File: src/rtl/nn_ctrl_pkg.sv
// nn_ctrl_pkg
// Shared definitions for the fully-connected layer sequencer.
//   state_t     : FSM state encoding (IDLE, PRIME, ACCUM, WRITE, DONE)
//   CTL_*       : values of the registered {AG_rst, AG_read, ALU_rst} bundle
//   idx_width() : width of a neuron index, never narrower than one bit
package nn_ctrl_pkg;

    typedef enum logic [2:0] {
        IDLE  = 3'd0,
        PRIME = 3'd1,
        ACCUM = 3'd2,
        WRITE = 3'd3,
        DONE  = 3'd4
    } state_t;

    // Bit order of every constant below: {AG_rst, AG_read, ALU_rst}
    localparam logic [2:0] CTL_DEFAULT = 3'b101;
    localparam logic [2:0] CTL_PRIME   = 3'b011;
    localparam logic [2:0] CTL_ACCUM   = 3'b010;
    // Stalled ACCUM cycle or WRITE: nothing read, accumulator untouched
    localparam logic [2:0] CTL_HOLD    = 3'b000;
    // First cycle after WRITE when another neuron follows: clear only
    localparam logic [2:0] CTL_CLEAR   = 3'b001;

    function automatic int idx_width(input int n);
        return (n > 1) ? $clog2(n) : 1;
    endfunction

endpackage

File: src/rtl/mac_sequencer_if.sv
// mac_sequencer_if
// Control bundle between the network controller / datapath and the layer
// sequencer.
//   start, abort, stall                  : controller/datapath -> sequencer
//   AG_rst, AG_read, ALU_rst, ALU_en     : sequencer -> address gen / ALU
//   neuron_idx, out_valid, busy, done    : sequencer -> controller
// Modports: master (controller side), slave (sequencer side).
interface mac_sequencer_if #(
    parameter int IDX_W = 1
);
    logic             start;
    logic             abort;
    logic             stall;
    logic             AG_rst;
    logic             AG_read;
    logic             ALU_rst;
    logic             ALU_en;
    logic [IDX_W-1:0] neuron_idx;
    logic             out_valid;
    logic             busy;
    logic             done;

    modport master (
        output start, abort, stall,
        input  AG_rst, AG_read, ALU_rst, ALU_en, neuron_idx, out_valid, busy, done
    );

    modport slave (
        input  start, abort, stall,
        output AG_rst, AG_read, ALU_rst, ALU_en, neuron_idx, out_valid, busy, done
    );

endinterface

File: src/rtl/sat_down_counter.sv
// sat_down_counter
// Loadable down counter that saturates at zero.
//   clk, reset (async, active-low)
//   load, load_value : synchronous load, wins over everything else
//   enable           : decrement by one
//   hold             : freezes the count even when enable is high
//   zero             : count is zero
module sat_down_counter #(
    parameter int WIDTH = 2
) (
    input  logic             clk,
    input  logic             reset,
    input  logic             load,
    input  logic [WIDTH-1:0] load_value,
    input  logic             enable,
    input  logic             hold,
    output logic             zero
);

    logic [WIDTH-1:0] count;

    always_ff @(posedge clk or negedge reset) begin
        if (!reset) begin
            count <= '0;
        end else if (load) begin
            count <= load_value;
        end else if (enable && !hold && (count != '0)) begin
            count <= count - 1'b1;
        end
    end

    assign zero = (count == '0);

endmodule

File: src/rtl/mac_sequencer.sv
// mac_sequencer
// Sequences one fully-connected layer: primes the address generator and ALU
// pipeline, then runs N_INPUTS MAC cycles for each of N_NEURONS neurons,
// strobing out_valid per neuron and done at the end of the layer.
//   clk, reset (async, active-low)
//   bus (slave) : start/abort/stall in; AG_rst, AG_read, ALU_rst, ALU_en,
//                 neuron_idx, out_valid, busy, done out (all registered)
module mac_sequencer
    import nn_ctrl_pkg::*;
#(
    parameter int N_INPUTS     = 4,
    parameter int N_NEURONS    = 2,
    parameter int PRIME_CYCLES = 2,
    parameter int IDX_W        = idx_width(N_NEURONS)
) (
    input  logic            clk,
    input  logic            reset,
    mac_sequencer_if.slave  bus
);

    localparam int PW = $clog2(PRIME_CYCLES + 1);
    localparam int IW = $clog2(N_INPUTS + 1);

    // Prime counter holds the PRIME cycles still to come after the current one
    localparam logic [PW-1:0]    PRIME_LOAD = PW'(PRIME_CYCLES - 1);
    // Input counter holds the MAC cycles still to be issued
    localparam logic [IW-1:0]    IN_FULL    = IW'(N_INPUTS);
    localparam logic [IW-1:0]    IN_FIRST   = IW'(N_INPUTS - 1);
    localparam logic [IDX_W-1:0] LAST_IDX   = IDX_W'(N_NEURONS - 1);

    state_t           state, state_next;
    logic [2:0]       ctl_q, ctl_d;
    logic             alu_en_q, alu_en_d;
    logic [IDX_W-1:0] idx_q, idx_d;
    logic             out_valid_q, out_valid_d;
    logic             busy_q, busy_d;
    logic             done_q, done_d;

    logic             prime_load, prime_dec, prime_zero;
    logic [PW-1:0]    prime_val;
    logic             in_load, in_dec, in_zero;
    logic [IW-1:0]    in_val;

    sat_down_counter #(.WIDTH(PW)) u_prime_cnt (
        .clk        (clk),
        .reset      (reset),
        .load       (prime_load),
        .load_value (prime_val),
        .enable     (prime_dec),
        .hold       (1'b0),
        .zero       (prime_zero)
    );

    sat_down_counter #(.WIDTH(IW)) u_in_cnt (
        .clk        (clk),
        .reset      (reset),
        .load       (in_load),
        .load_value (in_val),
        .enable     (in_dec),
        .hold       (bus.stall),
        .zero       (in_zero)
    );

    always_ff @(posedge clk or negedge reset) begin
        if (!reset) begin
            state       <= IDLE;
            ctl_q       <= CTL_DEFAULT;
            alu_en_q    <= 1'b0;
            idx_q       <= '0;
            out_valid_q <= 1'b0;
            busy_q      <= 1'b0;
            done_q      <= 1'b0;
        end else begin
            state       <= state_next;
            ctl_q       <= ctl_d;
            alu_en_q    <= alu_en_d;
            idx_q       <= idx_d;
            out_valid_q <= out_valid_d;
            busy_q      <= busy_d;
            done_q      <= done_d;
        end
    end

    // Outputs are decoded for the cycle that follows the edge, so every
    // branch describes what the next cycle must look like. A stall seen at
    // an edge therefore turns the following ACCUM cycle into a hold cycle.
    always_comb begin
        state_next  = state;
        ctl_d       = CTL_DEFAULT;
        alu_en_d    = 1'b0;
        idx_d       = idx_q;
        out_valid_d = 1'b0;
        busy_d      = 1'b1;
        done_d      = 1'b0;
        prime_load  = 1'b0;
        prime_val   = '0;
        prime_dec   = 1'b0;
        in_load     = 1'b0;
        in_val      = '0;
        in_dec      = 1'b0;

        case (state)
            IDLE: begin
                busy_d = 1'b0;
                idx_d  = '0;
                if (bus.start && !bus.abort) begin
                    state_next = PRIME;
                    ctl_d      = CTL_PRIME;
                    busy_d     = 1'b1;
                    prime_load = 1'b1;
                    prime_val  = PRIME_LOAD;
                end
            end
            PRIME: begin
                ctl_d = CTL_PRIME;
                if (prime_zero) begin
                    // The first ACCUM cycle already issues a MAC
                    state_next = ACCUM;
                    ctl_d      = CTL_ACCUM;
                    alu_en_d   = 1'b1;
                    in_load    = 1'b1;
                    in_val     = IN_FIRST;
                end else begin
                    prime_dec = 1'b1;
                end
            end
            ACCUM: begin
                if (bus.stall) begin
                    ctl_d = CTL_HOLD;
                end else if (in_zero) begin
                    state_next  = WRITE;
                    ctl_d       = CTL_HOLD;
                    out_valid_d = 1'b1;
                end else begin
                    ctl_d    = CTL_ACCUM;
                    alu_en_d = 1'b1;
                    in_dec   = 1'b1;
                end
            end
            WRITE: begin
                if (idx_q == LAST_IDX) begin
                    state_next = DONE;
                    ctl_d      = CTL_DEFAULT;
                    done_d     = 1'b1;
                end else begin
                    // Re-enter ACCUM with a clear-only cycle; no MAC issued yet
                    state_next = ACCUM;
                    ctl_d      = CTL_CLEAR;
                    idx_d      = idx_q + 1'b1;
                    in_load    = 1'b1;
                    in_val     = IN_FULL;
                end
            end
            DONE: begin
                state_next = IDLE;
                busy_d     = 1'b0;
                idx_d      = '0;
            end
            default: begin
                state_next = IDLE;
                busy_d     = 1'b0;
                idx_d      = '0;
            end
        endcase

        if (bus.abort) begin
            state_next  = IDLE;
            ctl_d       = CTL_DEFAULT;
            alu_en_d    = 1'b0;
            idx_d       = '0;
            out_valid_d = 1'b0;
            busy_d      = 1'b0;
            done_d      = 1'b0;
            prime_load  = 1'b1;
            prime_val   = '0;
            prime_dec   = 1'b0;
            in_load     = 1'b1;
            in_val      = '0;
            in_dec      = 1'b0;
        end
    end

    assign {bus.AG_rst, bus.AG_read, bus.ALU_rst} = ctl_q;
    assign bus.ALU_en     = alu_en_q;
    assign bus.neuron_idx = idx_q;
    assign bus.out_valid  = out_valid_q;
    assign bus.busy       = busy_q;
    assign bus.done       = done_q;

endmodule

File: src/flat_wrapper.sv
// flat-port wrapper written by rule: the top's interface ports become plain ports
module mac_sequencer_flat import nn_ctrl_pkg::*;
#(
    parameter int N_INPUTS     = 4,
    parameter int N_NEURONS    = 2,
    parameter int PRIME_CYCLES = 2,
    parameter int IDX_W        = idx_width(N_NEURONS)
)
  (clk, reset, bus_start, bus_abort, bus_stall, bus_AG_rst, bus_AG_read, bus_ALU_rst, bus_ALU_en, bus_neuron_idx, bus_out_valid, bus_busy, bus_done);
  mac_sequencer_if #(.IDX_W(IDX_W)) bus_i ();
  input  logic clk;
  input  logic reset;
  input wire logic [$bits(bus_i.start)-1:0] bus_start;
  input wire logic [$bits(bus_i.abort)-1:0] bus_abort;
  input wire logic [$bits(bus_i.stall)-1:0] bus_stall;
  output wire logic [$bits(bus_i.AG_rst)-1:0] bus_AG_rst;
  output wire logic [$bits(bus_i.AG_read)-1:0] bus_AG_read;
  output wire logic [$bits(bus_i.ALU_rst)-1:0] bus_ALU_rst;
  output wire logic [$bits(bus_i.ALU_en)-1:0] bus_ALU_en;
  output wire logic [$bits(bus_i.neuron_idx)-1:0] bus_neuron_idx;
  output wire logic [$bits(bus_i.out_valid)-1:0] bus_out_valid;
  output wire logic [$bits(bus_i.busy)-1:0] bus_busy;
  output wire logic [$bits(bus_i.done)-1:0] bus_done;
  assign bus_i.start = bus_start;
  assign bus_i.abort = bus_abort;
  assign bus_i.stall = bus_stall;
  assign bus_AG_rst = bus_i.AG_rst;
  assign bus_AG_read = bus_i.AG_read;
  assign bus_ALU_rst = bus_i.ALU_rst;
  assign bus_ALU_en = bus_i.ALU_en;
  assign bus_neuron_idx = bus_i.neuron_idx;
  assign bus_out_valid = bus_i.out_valid;
  assign bus_busy = bus_i.busy;
  assign bus_done = bus_i.done;
  mac_sequencer #(.N_INPUTS(N_INPUTS), .N_NEURONS(N_NEURONS), .PRIME_CYCLES(PRIME_CYCLES), .IDX_W(IDX_W)) u_core (.clk(clk), .reset(reset), .bus(bus_i));
endmodule
File: config.mk
export PLATFORM = sky130hd
export DESIGN_NAME = mac_sequencer_flat
export DESIGN_NICKNAME = d
export VERILOG_FILES = /design/src/rtl/nn_ctrl_pkg.sv /design/src/rtl/mac_sequencer_if.sv /design/src/rtl/sat_down_counter.sv /design/src/rtl/mac_sequencer.sv /design/src/flat_wrapper.sv
export SDC_FILE = /design/constraint.sdc
export NUM_CORES = 1
export LEC_CHECK = 0
export BUFFER_PORTS_ARGS = -buffer_cell sky130_fd_sc_hd__buf_2
export CAP_MARGIN = 40
export CORE_UTILIZATION = 45
export CTS_BUF_LIST = sky130_fd_sc_hd__clkbuf_8
export DETAILED_ROUTE_END_ITERATION = 16
export PLACE_DENSITY = 0.67
export SETUP_SLACK_MARGIN = 0.2
export SLEW_MARGIN = 20
export SYNTH_ARGS = -nofsm -noshare
export SYNTH_HDL_FRONTEND = slang
export SYNTH_SLANG_ARGS = --single-unit
export TNS_END_PERCENT = 10
File: constraint.sdc
create_clock -name clk -period 1.7 [get_ports clk]
set_input_delay 0.085 -clock clk [delete_from_list [all_inputs] [get_ports clk]]
set_output_delay 0.085 -clock clk [all_outputs]
set_load 0.02 [all_outputs]
# ---- Word level (Yosys, flattened, before mapping)
# Index checks and enable logic that the tools add are counted.
dict set report word_totals {
  latch_bits 0
  ram_bits 0
  n_memories 0
  ff_bits 16
  elab_cells 89
  rom_bits 0
  out_inout_bits 8
}
dict set report classes {
  n_bitwise 0
  shifts 0
  n_div 0
  n_eq_ne 8
  mux 53
  n_lt_le_gt_ge 0
  addsub 3
  mul 0
  n_reduce_logical 16
}
# op count
set ops {}
lappend ops {{2-to-1 mux 3 bit} 14}
lappend ops {{2-to-1 mux 1 bit} 26}
lappend ops {{case mux 3 bit (4 select lines)} 2}
lappend ops {{2-to-1 mux 2 bit} 6}
lappend ops {{!= test 3 x 2 -> 1 bit (second input constant)} 3}
lappend ops {{case mux 1 bit (2 select lines)} 4}
lappend ops {{equality test 3 x 2 -> 1 bit (second input constant)} 2}
lappend ops {{logical NOT 3 bit} 2}
lappend ops {{case mux 3 bit (2 select lines)} 1}
lappend ops {{nonzero test 2 bit} 3}
lappend ops {{logical AND 1 bit} 4}
lappend ops {{AND reduction 4 bit} 1}
lappend ops {{equality test 3 x 1 -> 1 bit (second input constant)} 1}
lappend ops {{!= test 3 bit (second input constant)} 1}
lappend ops {{nonzero test 3 bit} 1}
lappend ops {{OR reduction 3 bit} 1}
lappend ops {{subtractor 3 x 1 -> 3 bit (second input constant)} 1}
lappend ops {{logical NOT 1 bit} 2}
lappend ops {{logical NOT 2 bit} 1}
lappend ops {{!= test 2 x 1 -> 1 bit (second input constant)} 1}
lappend ops {{OR reduction 2 bit} 1}
lappend ops {{subtractor 2 x 1 -> 2 bit (second input constant)} 1}
lappend ops {{adder 1 bit (second input constant)} 1}

# ---- Longest topological paths before layout
dict set report depth {
  depth_word 9
  ltp_mapped 5
  ltp_nobuf 5
}

# ---- By module
# A second synthesis with hierarchy kept.
dict set report unflattened {
  cells_unflattened 85
  area_unflattened_um2 853.3
}
# mod area_per_inst_um2 seq_area_each_um2 cells_each instances
set by_module_without_submodules {}
lappend by_module_without_submodules {mac_sequencer 535.5 277.8 54 1}
lappend by_module_without_submodules {{sat_down_counter (u_core.u_in_cnt)} 190.2 75.1 20 1}
lappend by_module_without_submodules {{sat_down_counter (u_core.u_prime_cnt)} 127.6 50.0 11 1}

# ---- Worst setup path after synthesis
# Ideal clock, no wire load.
dict set report synth_path {
  path_type {flip-flop to flip-flop}
  startpoint {register u_core.u_prime_cnt.count[0]}
  endpoint {register u_core.u_in_cnt.count[2]}
  setup_slack_ns 0.259
  path_buffers 0
  t_arrival_ns 1.310
  required_time_ns 1.569
  stages_incl_launch_ff 6
  setup_time_ns 0.131
  path_cell_list {dfrtp_1 > inv_1 > ha_1 > nor4bb_1 > a311o_1 > a31oi_1}
}
dict set report synth_between {
  elab_chain_len 5
  elab_cells_between_ends 6
  cone_classes {4 x mux; 2 x reduce/logical}
}
# item line
set synth_rtl {}
lappend synth_rtl {{from (decl)} sat_down_counter.sv:20} ;# logic [WIDTH-1:0] count;
lappend synth_rtl {{from (signal assigned)} sat_down_counter.sv:26} ;# count <= load_value;
lappend synth_rtl {{from (signal assigned)} sat_down_counter.sv:28} ;# count <= count - 1'b1;
lappend synth_rtl {{logical NOT 2 bit *} sat_down_counter.sv:32} ;# assign zero = (count == '0);
lappend synth_rtl {{2-to-1 mux 1 bit *} mac_sequencer.sv:116} ;# if (prime_zero) begin
lappend synth_rtl {{case mux 1 bit (2 select lines) *} mac_sequencer.sv:102} ;# case (state)
lappend synth_rtl {{2-to-1 mux 1 bit *} mac_sequencer.sv:166} ;# if (bus.abort) begin
lappend synth_rtl {{2-to-1 mux 3 bit or nonzero test 2 bit (tied branches)} --}
lappend synth_rtl {{to (signal assigned)} sat_down_counter.sv:26}
lappend synth_rtl {{to (signal assigned)} sat_down_counter.sv:28}
lappend synth_rtl {{to (decl)} sat_down_counter.sv:20}
# Mark *: on every way between the ends. The rest lies on a longest branch, timed or not.
# A chain may end at the register's enable or synchronous reset.

# ---- Worst setup path after layout
dict set report layout_path {
  startpoint {register u_core.state[1]}
  endpoint {register u_core.u_in_cnt.count[0]}
}
dict set report layout_between {
  elab_chain_len 6
  elab_cells_between_ends 13
  cone_classes {3 x eq/ne; 7 x mux; 3 x reduce/logical}
}
# item line
set layout_rtl {}
lappend layout_rtl {{from (decl)} mac_sequencer.sv:31} ;# state_t state, state_next;
lappend layout_rtl {{from (signal assigned)} mac_sequencer.sv:74} ;# state <= state_next;
lappend layout_rtl {{equality test 3 x 2 -> 1 bit} mac_sequencer.sv:102}
lappend layout_rtl {{2-to-1 mux 1 bit} mac_sequencer.sv:102}
lappend layout_rtl {{2-to-1 mux 1 bit} mac_sequencer.sv:166}
lappend layout_rtl {{logical AND 1 bit (2 in series)} sat_down_counter.sv:27} ;# end else if (enable && !hold && (count != '0)) begin
lappend layout_rtl {{nonzero test 2 bit (no source line)} --}
# Several ways; a longest one is shown, not always the timed one.

==> flow_metrics.env <==
export IMPL_grt_first_pass_wirelength_um=2810
export IMPL_grt_use_total_pct=18.8
export IMPL_routed_wire_length_per_instance_um=13.8
export IMPL_timing_worst_setup_path_type="flip-flop to flip-flop"
export IMPL_cts_clk_slew_worst_paths_ns=0.07
export IMPL_height_of_the_die_um=45.5
export IMPL_cts_buffers_inserted=3
export IMPL_ys_seq_elements=16
export IMPL_synth_adder_area_share_pct=4.41
export IMPL_fp_dieW_um=45.5
export IMPL_timing_reg2reg_setup_slack_ns=0.24
export IMPL_clock_sinks=16
export IMPL_synth_sequential_area_ratio_pct=47.3
export IMPL_report_final_setup_viol=0
export IMPL_min_to="u_core.bus.out_valid$_DFF_PN0_"
export IMPL_synthesis_instances=83
export IMPL_cts_tree="yes"
export IMPL_antenna_cells=0
export IMPL_vdd_ir_drop_max_mv=0.483
export IMPL_hp_start="bus_stall"
export IMPL_core_area_um2=1750
export IMPL_critical_path_reg2reg_startpoint="u_core.state[1]$_DFFE_PN0P_"
export IMPL_static_leakage_power_nw=0.440
export IMPL_layout_cells_most_common_list="dfrtp_1, nor2_1, buf_2"
export IMPL_area_delta_synth_final_pct=21.0
export IMPL_number_of_max_slew_violations_in_the_final_report=0
export IMPL_cts_post_setup_buffers_inserted=0
export IMPL_grt_pass1_vias=625
export IMPL_detail_route_vias_per_cell=5.46
export IMPL_initial_antenna_violation_count=0
export IMPL_synth_avg_cell_area_um2=10.3
export IMPL_setup_tns_ns=0
export IMPL_io_pin_count=13
export IMPL_timing_final_crit_share_pct=85.8
export IMPL_run_status="finished clean"
export IMPL_drive_gt1_share_pct=29.6
export IMPL_synth_mux_area_share_pct=1.32
export IMPL_final_instance_count_excl_fill=123
export IMPL_die_area_um2=2070
export IMPL_detailedPlacementHpwl_um=1170
export IMPL_num_rows=15
export IMPL_grt_met1_usage_pct=23.4
export IMPL_totalWireLength_um=1690
export IMPL_globalRouteMet3Util_pct=3.57
export IMPL_gpl_final_weighted_congestion=0.769
export IMPL_synth_simple_area_share_pct=28.8
export IMPL_timing_max_cap_violations=0
export IMPL_grt_met2_usage_pct=32.6
export IMPL_max_clock_freq_mhz=686
export IMPL_critical_path_required_ns=1.82
export IMPL_cp_end_kind="flip-flop"
export IMPL_worstSetupStartpointType="flip-flop"
export IMPL_layout_commonest_cell="dfrtp_1"
export IMPL_worst_hold_path_type="input port to flip-flop"
export IMPL_dp_cells=118
export IMPL_hold_path_cell_count=2
export IMPL_relSlewSlack_pct=72.0
export IMPL_synth_compound_gate_area_share_pct=13.2
export IMPL_clock_root_buffer="clkbuf_8"
export IMPL_most_used_layer_global_route="met2"
export IMPL_initial_utilization_pct=48.8
export IMPL_drt_iter0_markers=6
export IMPL_finalCriticalPeriod_ns=1.46
export IMPL_n_fill_cell=152
export IMPL_grt_ovfl_total=0
export IMPL_multi_input_comb_area_um2=429
export IMPL_power_density_nw_per_um2=1080
export IMPL_vias=671
export IMPL_yosysUniqueCellTypes=33
export IMPL_pin_count_of_the_biggest_net_entering_global_routing=17
export IMPL_synth_xor_area_share_pct=0
export IMPL_antenna_left=0
export IMPL_maximum_root_to_sink_buffer_count=2
export IMPL_seqCellArea_um2=404
export IMPL_crit_path_max_fanout=9
export IMPL_drc=0
export IMPL_fin_nets=107
export IMPL_finalHoldViolCount=0
export IMPL_portBuffers=12
export IMPL_fin_worst_skew_ns=0.00641
export IMPL_synth_top_family_by_area="simple AND/OR/NAND/NOR gates"
export IMPL_worstSkewPairLatency_ns=0.25
export IMPL_number_of_iterations_in_the_first_detailed_routing_pass=4
export IMPL_h_tree_depth=1
export IMPL_timing_rr_end="u_core.u_in_cnt.count[0]$_DFFE_PN0P_"
export IMPL_worst_slew_pin_slew_ns=0.420
export IMPL_synth_cell_area_um2=852
export IMPL_ys_warn_count=0
export IMPL_grt_setup_unrepaired="yes"
export IMPL_synth_net_count=91
export IMPL_worst_r2r_cell_count=3
export IMPL_cp_arrival_ns=1.58
[layer usage]
layer	vias to the layer above	share of wire, %	wire length [µm]
li1	325	-	-
met5	-	0	0
met2	14	49	826
met3	0	2.9	49
met4	0	0	0
met1	332	48	819
[worst max path at each step]
| stage | depth (start not counted) | to | slack, ns | startpoint |
|---|---|---|---|---|
| floorplan | 5 | u_core.u_in_cnt.count[2]$_DFFE_PN0P_ | 0.26 | u_core.u_prime_cnt.count[0]$_DFFE_PN0P_ |
| global placement | 5 | u_core.u_in_cnt.count[2]$_DFFE_PN0P_ | 0.15 | u_core.u_prime_cnt.count[0]$_DFFE_PN0P_ |
| detailed placement | 5 | u_core.u_in_cnt.count[2]$_DFFE_PN0P_ | 0.1 | u_core.u_prime_cnt.count[0]$_DFFE_PN0P_ |
| CTS | 3 | u_core.u_prime_cnt.count[1]$_DFFE_PN0P_ | 0.23 | u_core.state[0]$_DFFE_PN0P_ |
| global route | 5 | u_core.u_in_cnt.count[2]$_DFFE_PN0P_ | 0.15 | u_core.u_prime_cnt.count[0]$_DFFE_PN0P_ |
| finish | 3 | u_core.u_in_cnt.count[0]$_DFFE_PN0P_ | 0.24 | u_core.state[1]$_DFFE_PN0P_ |
[state kept, by name, indices dropped and copies added, names as in the netlist]
register	flops
u_core.bus.neuron_idx	1
u_core.state	3
u_core.bus.out_valid	1
u_core.u_in_cnt.count	3
u_core.ctl_q	3
u_core.bus.busy	1
u_core.u_prime_cnt.count	2
u_core.bus.done	1
u_core.bus.ALU_en	1
[layout make-up]
type / count / share of cell area, %
timing repair buffer: 16 / 8.98
clock buffer: 4 / 5.34
inverter: 5 / 1.82
sequential: 16 / 39.2
multi-input combinational: 57 / 41.6
tap: 25 / 3.03
[kinds of logic (layout without fill, tap and decap cells)]
group           after synthesis  after routing
compound gates               15             15
flops                        16             16
buf+inv                      10             25
mux                           1              1
simple gates                 38             38
fa+ha+maj                     3              3
[synth_stat cells]
master	count	share of area (%)
o21ai_0	3	1.8
buf_2	4	2.3
nor2b_1	2	1.5
a22oi_1	1	0.88
a221oi_2	1	1.8
mux2_2	1	1.3
nor2_1	12	5.3
nand4_1	2	1.5
a21oi_1	2	1.2
nor3_1	2	1.2
nand2_1	4	1.8
and2_1	1	0.73
dfstp_2	2	6.2
a2bb2oi_1	1	1.0
nand3b_1	2	1.8
nor4_1	1	0.73
dfrtp_1	14	41
nand4bb_1	1	1.3
o31ai_1	1	0.88
o211ai_1	2	1.8
or2_1	1	0.73
inv_1	5	2.2
nor4bb_1	2	2.3
a21o_1	1	0.88
nand2b_1	3	2.2
a2111oi_1	1	1.2
ha_1	3	4.4
a31oi_1	1	0.73
a311o_1	1	1.2
nand3_1	2	1.2
nor4b_1	1	1.0
nor4b_4	2	5.6
clkbuf_1	1	0.44
[power breakdown]
| part | internal [mW] | switching (mW) |
|---|---|---|
| Clock | 0.205 | 0.129 |
| Sequential | 0.426 | 0.0456 |
| Combinational | 0.142 | 0.169 |
| Total | 0.773 | 0.343 |
[metrics by stage]
step	util, %	hold slack (ns)	instance area [µm²]	total power [mW]	setup slack (ns)
2_1_floorplan	-	-0.211	852	0.682	0.259
3_3_place_gp	54.0	0.00938	942	0.758	0.146
3_5_place_dp	54.0	0.0124	942	0.764	0.0978
4_1_cts	58.2	0.0728	1020	1.11	0.231
5_1_grt	59.1	0.0818	1030	1.19	0.154
6_report	59.1	0.0790	1030	1.12	0.242
[timing repair]
action | CTS | global route
gates resized for setup | 2 | 3
pin swaps | 0 | 2
hold buffers | 1 | 0
endpoints found under the setup margin | 5 | 5
endpoints found under the hold margin | 14 | 0
[worst max-delay path, cell delays in order (launching register included)]
cell	delay, ns
dfrtp_1	0.60
nor4b_4	0.44
and2_1	0.20
o211ai_1	0.09
No activity file was read; power rests on OpenSTA's default activity.
